[src/rtl/sc_max7219_pkg.sv]
// Shared constants for the MAX7219 scan driver: register map, init data,
// FSM encoding and the word builder used for every transmitted 16-bit word.
package sc_max7219_pkg;

  localparam logic [3:0] ADDR_DECODE    = 4'h9;
  localparam logic [3:0] ADDR_INTENSITY = 4'hA;
  localparam logic [3:0] ADDR_SCANLIM   = 4'hB;
  localparam logic [3:0] ADDR_SHUTDOWN  = 4'hC;
  localparam logic [3:0] ADDR_DISPTEST  = 4'hF;

  localparam logic [7:0] DATA_DECODE    = 8'h00;
  localparam logic [7:0] DATA_SCANLIM   = 8'h07;
  localparam logic [7:0] DATA_SHUTDOWN  = 8'h01;
  localparam logic [7:0] DATA_DISPTEST  = 8'h00;

  localparam logic [3:0] INIT_WORDS = 4'd5;
  localparam logic [3:0] LAST_INDEX = 4'd12;

  typedef enum logic [2:0] {
    ST_IDLE,
    ST_START,
    ST_SHIFT_LO,
    ST_SHIFT_HI,
    ST_HOLD,
    ST_LATCH
  } state_e;

  // Indices 0..4 are the init words, 5..12 map to digit registers 1..8.
  function automatic logic [15:0] word_of(input logic [3:0]  idx,
                                          input logic [3:0]  intensity,
                                          input logic [63:0] rows);
    logic [2:0]  row;
    logic [15:0] w;
    row = 3'(idx - INIT_WORDS);
    case (idx)
      4'd0:    w = {4'h0, ADDR_DECODE,    DATA_DECODE};
      4'd1:    w = {4'h0, ADDR_INTENSITY, 4'h0, intensity};
      4'd2:    w = {4'h0, ADDR_SCANLIM,   DATA_SCANLIM};
      4'd3:    w = {4'h0, ADDR_SHUTDOWN,  DATA_SHUTDOWN};
      4'd4:    w = {4'h0, ADDR_DISPTEST,  DATA_DISPTEST};
      default: w = {4'h0, idx - 4'd4, rows[{row, 3'b000} +: 8]};
    endcase
    return w;
  endfunction

endpackage

[src/rtl/sc_max7219_scan_if.sv]
// Row/enable inputs and serial bus outputs of the MAX7219 scan driver.
interface sc_max7219_scan_if;
  logic [63:0] SC_MAX7219_rows_InBUS;
  logic        SC_MAX7219_enable_InHigh;
  logic        SC_MAX7219_din_Out;
  logic        SC_MAX7219_sclk_Out;
  logic        SC_MAX7219_load_Out;
  logic        SC_MAX7219_busy_Out;
  logic        SC_MAX7219_frameDone_Out;

  modport slave (
    input  SC_MAX7219_rows_InBUS, SC_MAX7219_enable_InHigh,
    output SC_MAX7219_din_Out, SC_MAX7219_sclk_Out, SC_MAX7219_load_Out,
           SC_MAX7219_busy_Out, SC_MAX7219_frameDone_Out
  );

  modport master (
    output SC_MAX7219_rows_InBUS, SC_MAX7219_enable_InHigh,
    input  SC_MAX7219_din_Out, SC_MAX7219_sclk_Out, SC_MAX7219_load_Out,
           SC_MAX7219_busy_Out, SC_MAX7219_frameDone_Out
  );
endinterface

[src/rtl/sc_max7219_tick.sv]
// Half-period timer: reloads on every FSM state change and flags the last
// cycle of the current phase.
module sc_max7219_tick #(
  parameter int unsigned HALF_PERIOD = 4
) (
  input  logic clk_i,
  input  logic rst_ni,
  input  logic clr_i,
  output logic phase_end_o
);
  localparam int CW = $clog2(HALF_PERIOD + 1);

  logic [CW-1:0] cnt_q, cnt_d;

  always_comb begin
    cnt_d = cnt_q;
    if (clr_i)
      cnt_d = CW'(HALF_PERIOD - 1);
    else if (cnt_q != '0)
      cnt_d = cnt_q - 1'b1;
  end

  always_ff @(posedge clk_i or negedge rst_ni)
    if (!rst_ni) cnt_q <= '0;
    else         cnt_q <= cnt_d;

  assign phase_end_o = (cnt_q == '0);

endmodule

[src/rtl/sc_max7219_scan.sv]
// MAX7219 serial driver: sends the five init words once after reset, then
// refreshes digits 1..8 from a per-frame snapshot of the 64 row bits.
module sc_max7219_scan
  import sc_max7219_pkg::*;
#(
  parameter int unsigned HALF_PERIOD = 4,
  parameter logic [3:0]  INTENSITY   = 4'hF
) (
  input  logic          SC_MAX7219_CLOCK_50,
  input  logic          SC_MAX7219_RESET_InLow,
  sc_max7219_scan_if.slave bus
);

  logic        clk;
  logic        rst_sync_q;
  state_e      state_q, state_d;
  logic [3:0]  idx_q, idx_d;
  logic [3:0]  bit_q, bit_d;
  logic [15:0] sh_q, sh_d;
  logic [63:0] snap_q, snap_d;
  logic        phase_end, tick_clr, en;
  logic        din_o, sclk_o, load_o, busy_o, done_o;

  assign clk = SC_MAX7219_CLOCK_50;
  assign en  = bus.SC_MAX7219_enable_InHigh;

  // Assert asynchronously, release on the next clock edge.
  always_ff @(posedge clk or negedge SC_MAX7219_RESET_InLow)
    if (!SC_MAX7219_RESET_InLow) rst_sync_q <= 1'b0;
    else                         rst_sync_q <= 1'b1;

  assign tick_clr = (state_d != state_q);

  sc_max7219_tick #(.HALF_PERIOD(HALF_PERIOD)) u_tick (
    .clk_i       (clk),
    .rst_ni      (rst_sync_q),
    .clr_i       (tick_clr),
    .phase_end_o (phase_end)
  );

  always_ff @(posedge clk or negedge rst_sync_q)
    if (!rst_sync_q) state_q <= ST_IDLE;
    else             state_q <= state_d;

  always_comb begin
    state_d = state_q;
    case (state_q)
      ST_IDLE:     if (en) state_d = ST_START;
      ST_START:    state_d = ST_SHIFT_LO;
      ST_SHIFT_LO: if (phase_end) state_d = ST_SHIFT_HI;
      ST_SHIFT_HI: if (phase_end) state_d = (bit_q == 4'd0) ? ST_HOLD : ST_SHIFT_LO;
      ST_HOLD:     if (phase_end) state_d = ST_LATCH;
      ST_LATCH:    if (phase_end) state_d = en ? ST_START : ST_IDLE;
      default:     state_d = ST_IDLE;
    endcase
  end

  always_comb begin
    sclk_o = 1'b0;
    load_o = 1'b1;
    din_o  = 1'b0;
    busy_o = 1'b1;
    done_o = 1'b0;
    case (state_q)
      ST_IDLE:     busy_o = 1'b0;
      ST_START,
      ST_SHIFT_LO,
      ST_HOLD:     begin load_o = 1'b0; din_o = sh_q[15]; end
      ST_SHIFT_HI: begin load_o = 1'b0; din_o = sh_q[15]; sclk_o = 1'b1; end
      ST_LATCH:    begin din_o = sh_q[15]; done_o = phase_end && (idx_q == LAST_INDEX); end
      default:     busy_o = 1'b0;
    endcase
  end

  // Index advances as LATCH ends; the snapshot is taken with the word for index 5.
  always_comb begin
    logic [63:0] src;
    idx_d  = idx_q;
    bit_d  = bit_q;
    sh_d   = sh_q;
    snap_d = snap_q;
    src    = snap_q;
    if (state_q == ST_LATCH && phase_end)
      idx_d = (idx_q == LAST_INDEX) ? INIT_WORDS : idx_q + 4'd1;
    if (state_d == ST_START) begin
      if (idx_d == INIT_WORDS) begin
        src    = bus.SC_MAX7219_rows_InBUS;
        snap_d = bus.SC_MAX7219_rows_InBUS;
      end
      sh_d  = word_of(idx_d, INTENSITY, src);
      bit_d = 4'd15;
    end else if (state_q == ST_SHIFT_HI && phase_end && bit_q != 4'd0) begin
      sh_d  = {sh_q[14:0], 1'b0};
      bit_d = bit_q - 4'd1;
    end
  end

  always_ff @(posedge clk or negedge rst_sync_q)
    if (!rst_sync_q) begin
      idx_q  <= 4'd0;
      bit_q  <= 4'd0;
      sh_q   <= 16'd0;
      snap_q <= 64'd0;
    end else begin
      idx_q  <= idx_d;
      bit_q  <= bit_d;
      sh_q   <= sh_d;
      snap_q <= snap_d;
    end

  assign bus.SC_MAX7219_din_Out       = din_o;
  assign bus.SC_MAX7219_sclk_Out      = sclk_o;
  assign bus.SC_MAX7219_load_Out      = load_o;
  assign bus.SC_MAX7219_busy_Out      = busy_o;
  assign bus.SC_MAX7219_frameDone_Out = done_o;

endmodule

[src/flat_wrapper.sv]
// flat-port wrapper written by rule: the top's interface ports become plain ports
module sc_max7219_scan_flat import sc_max7219_pkg::*;
#(
  parameter int unsigned HALF_PERIOD = 4,
  parameter logic [3:0]  INTENSITY   = 4'hF
)
  (SC_MAX7219_CLOCK_50, SC_MAX7219_RESET_InLow, bus_SC_MAX7219_rows_InBUS, bus_SC_MAX7219_enable_InHigh, bus_SC_MAX7219_din_Out, bus_SC_MAX7219_sclk_Out, bus_SC_MAX7219_load_Out, bus_SC_MAX7219_busy_Out, bus_SC_MAX7219_frameDone_Out);
  sc_max7219_scan_if bus_i ();
  input  logic SC_MAX7219_CLOCK_50;
  input  logic SC_MAX7219_RESET_InLow;
  input wire logic [$bits(bus_i.SC_MAX7219_rows_InBUS)-1:0] bus_SC_MAX7219_rows_InBUS;
  input wire logic [$bits(bus_i.SC_MAX7219_enable_InHigh)-1:0] bus_SC_MAX7219_enable_InHigh;
  output wire logic [$bits(bus_i.SC_MAX7219_din_Out)-1:0] bus_SC_MAX7219_din_Out;
  output wire logic [$bits(bus_i.SC_MAX7219_sclk_Out)-1:0] bus_SC_MAX7219_sclk_Out;
  output wire logic [$bits(bus_i.SC_MAX7219_load_Out)-1:0] bus_SC_MAX7219_load_Out;
  output wire logic [$bits(bus_i.SC_MAX7219_busy_Out)-1:0] bus_SC_MAX7219_busy_Out;
  output wire logic [$bits(bus_i.SC_MAX7219_frameDone_Out)-1:0] bus_SC_MAX7219_frameDone_Out;
  assign bus_i.SC_MAX7219_rows_InBUS = bus_SC_MAX7219_rows_InBUS;
  assign bus_i.SC_MAX7219_enable_InHigh = bus_SC_MAX7219_enable_InHigh;
  assign bus_SC_MAX7219_din_Out = bus_i.SC_MAX7219_din_Out;
  assign bus_SC_MAX7219_sclk_Out = bus_i.SC_MAX7219_sclk_Out;
  assign bus_SC_MAX7219_load_Out = bus_i.SC_MAX7219_load_Out;
  assign bus_SC_MAX7219_busy_Out = bus_i.SC_MAX7219_busy_Out;
  assign bus_SC_MAX7219_frameDone_Out = bus_i.SC_MAX7219_frameDone_Out;
  sc_max7219_scan #(.HALF_PERIOD(HALF_PERIOD), .INTENSITY(INTENSITY)) u_core (.SC_MAX7219_CLOCK_50(SC_MAX7219_CLOCK_50), .SC_MAX7219_RESET_InLow(SC_MAX7219_RESET_InLow), .bus(bus_i));
endmodule
[config.mk]
export PLATFORM = sky130hd
export DESIGN_NAME = sc_max7219_scan_flat
export DESIGN_NICKNAME = d
export VERILOG_FILES = /design/src/rtl/sc_max7219_pkg.sv /design/src/rtl/sc_max7219_scan_if.sv /design/src/rtl/sc_max7219_tick.sv /design/src/rtl/sc_max7219_scan.sv /design/src/flat_wrapper.sv
export SDC_FILE = /design/constraint.sdc
export NUM_CORES = 1
export LEC_CHECK = 0
export BUFFER_PORTS_ARGS = -buffer_cell sky130_fd_sc_hd__buf_2
export CAP_MARGIN = 10
export CORE_MARGIN = 2
export CORE_UTILIZATION = 53
export CTS_CLUSTER_DIAMETER = 120
export CTS_CLUSTER_SIZE = 40
export DETAILED_ROUTE_END_ITERATION = 16
export PLACE_DENSITY = 0.86
export SYNTH_ARGS = -nofsm -noshare
export SYNTH_HDL_FRONTEND = slang
export SYNTH_SLANG_ARGS = --single-unit
[constraint.sdc]
create_clock -name SC_MAX7219_CLOCK_50 -period 3 [get_ports SC_MAX7219_CLOCK_50]
set_clock_uncertainty 0.1 [all_clocks]
set_input_delay 0.9 -clock SC_MAX7219_CLOCK_50 [delete_from_list [all_inputs] [get_ports SC_MAX7219_CLOCK_50]]
set_output_delay 0.9 -clock SC_MAX7219_CLOCK_50 [all_outputs]
set_load 0.02 [all_outputs]
==> metrics.txt <==
Die Span Y 107.8 um; die area 0.01163 mm^2; VDD IR max approximately 0.00023 V; min Tclk post-route 3.177 ns; share of the yosys chip area belonging to registers 41.59%; CTS tree yes; hold crit path type input port to async pin; CP endpoint kind register; H-tree Lvls 3; ANT nets after route 0; Clock Pin Slew Worst Setup and Hold Paths 0.11 ns; Non-Filler Instances 793; Num Clock Sinks 95; pre-CTS setup slack -0.2493 ns; warnings from Yosys 0; std cell rows 37; layout cells sized above 1 37.14%; routability congestion estimate 0.8839; most common cell after layout, fill and taps aside dfrtp_1; Crit Path Max Fanout 5; final setup vio count 8; DR vias/cell ~6.2; die width 107.8 um; ys async rst share 100.0%; Avg WL per Cell 19.80 um; Root Driver clkbuf_8; outcome complete, but fails checks; drt drc 0; first-pass GRT wire length 24.30 mm; crit path DAT 3.33 ns; FF+latch count, synth 95; fin area about 0.0072 mm^2; most frequent cells in the layout dfrtp_1 (93), nand2_1 (76), buf_2 (71); core area 0.01042 mm^2; R2R Setup Slk -0.18 ns; pwr dens 311.5 mW/mm^2; critical path class register to register; failing checks negative setup slack; largest net degree at the start of global routing approximately 60; Reg2Reg Depth 14; relative slew slack 47.44%; Leak Pwr 3.318 nW; CTS Buf Count 9; syn avg cell area 10.89 um^2; initial antenna violation count 0; Nets 730; Tcrit/Tclk final 105.9%; area grow syn2layout 25.79%; Final HPWL DP 10.22 mm; drt total wl between 15 and 20 mm; reg-to-reg critical path startpoint u_core.idx_q[0]; setup ws final -0.1773 ns; final hold vios 0; clock insertion delay at the later pin of the skew report 0.38 ns; vias in the first global route slightly above 5000; DP Area 0.006586 mm^2; IO Pins 72; fin util 69.02%; Startpoint Class register; global route overflow 0; post-synth cell types 57; Initial Util a little over half; # diodes 0; via count 4908; Iteration-0 DRC Markers 472; GRT Total Usage 26.89%; port bufs 71; Syn Nets 603; Setup TNS -0.5288 ns; # hold bufs at CTS 0; count of flip-flops with a built-in enable after synthesis 0; worst slew pin tran 0.7884 ns; Syn Inst Count 525; TritonRoute pass-1 iters 6; Critical Path RT about 3.2 ns; Final Max Slew Viols 0; max cap viols 0; clk buf depth 2; mapped cell area 0.005715 mm^2; worst r2r dst u_core.sh_q[0]; ys flop type dfrtp_1; RSZ-0062 raised after global routing true; fmax around 310 MHz; Post-Place Cells 755
## synth_stat cells (all sizes together), types with 3 or more instances
cell type,instances,area share (%)
nand2b,6,0.79
buf,26,2.9
xnor2,5,0.77
nand3,15,1.3
ha,11,2.4
a221oi,5,0.99
o221ai,5,0.77
mux4,21,8.5
and3,7,0.85
o211ai,6,0.79
nand4,3,0.33
inv,13,0.85
nand3b,4,0.53
nor2,12,0.79
o21ai,31,2.7
dfrtp,95,42
a21o,4,0.53
and2,5,0.55
nand2,80,5.3
a31oi,4,0.44
a22oi,3,0.39
nor3,4,0.55
mux2i,70,12
a21oi,19,1.7
clkbuf,10,0.66
mux2,37,7.3
## sequential cells by signal, indices dropped and copies added (netlist names)
signal               count
u_core.snap_q           64
u_core.sh_q             16
u_core.bit_q             4
u_core.idx_q             4
u_core.state_q           3
u_core.u_tick.cnt_q      3
u_core.rst_sync_q        1
## power breakdown
| group | internal, mW | leakage [nW] | switching, mW | total, mW |
|---|---|---|---|---|
| logic | 0.0379 | 1.97 | 0.0368 | 0.0747 |
| clock network | 0.348 | 0.103 | 0.521 | 0.869 |
| registers | 1.28 | 1.24 | 0.0153 | 1.30 |
| total | 1.67 | 3.32 | 0.573 | 2.24 |
## cells by family after synthesis
kind of cell             share of synthesized area (%)
AO/OA/AOI/OAI                                    9.939
AND/OR/NAND/NOR                                  12.37
multiplexers                                     28.09
buffers and inverters                            4.466
XOR/XNOR                                         1.073
other                                          0.06561
adder cells (fa/ha/maj)                          2.408
flip-flops                                       41.59
## stage by stage
step	hold slack, ns	power [mW]
after floorplan	0.3492	1.330
after global placement	0.3384	1.392
after detailed placement	0.3359	1.394
after CTS	0.1544	2.240
after global routing	0.1561	2.303
final	0.1664	2.240
## worst max-delay path by stage
stage | startpoint | to | slack, ns | depth (start not counted)
final | u_core.idx_q[0] | u_core.sh_q[0] | -0.18 | 14
after global routing | u_core.u_tick.cnt_q[1] | u_core.sh_q[0] | -0.25 | 14
after CTS | u_core.idx_q[0] | u_core.sh_q[0] | -0.06 | 14
after detailed placement | u_core.u_tick.cnt_q[1] | u_core.sh_q[0] | -0.25 | 15
after global placement | u_core.u_tick.cnt_q[1] | u_core.sh_q[0] | -0.09 | 15
after floorplan | u_core.idx_q[0] | u_core.sh_q[2] | -0.33 | 16
## per-layer routing
metal	vias to the layer above	routed length, um	GRT usage, %
met3	82	1132	5.327
met2	276	7964	46.68
li1	2154	-	-
met5	-	0	0
met1	2396	5948	32.50
met4	0	653	11.54
## critical path, cell delays in order (launching register included)
cell and delay, ns:
dfrtp_2 0.47, clkinv_8 0.07, ha_4 0.15, and3_4 0.19, nor3_4 0.22, a21oi_4 0.09
buf_4 0.16, ha_4 0.18, buf_12 0.14, nand2_8 0.10, mux2i_4 0.27, mux2i_1 0.14
mux4_2 0.49, mux2i_1 0.16, a31oi_1 0.11
## area by class of cell
cell class	instances	area [um^2]
Sequential cell	95	2382
Inverter	14	67.56
Clock buffer	10	137.6
Clock inverter	6	60.06
Fill cell	711	3227
Timing Repair Buffer	151	1066
Tap cell	136	170.2
Multi-Input combinational cell	381	3306
## timing repair
| item | in CTS | in global routing |
|---|---|---|
| gates resized for setup | 23 | 24 |
| buffers inserted | 14 | 7 |
| gates cloned | 1 | 1 |
| pin swaps | 9 | 10 |
| endpoints found under the setup margin | 25 | 11 |
No activity file was read; power rests on OpenSTA's default activity.
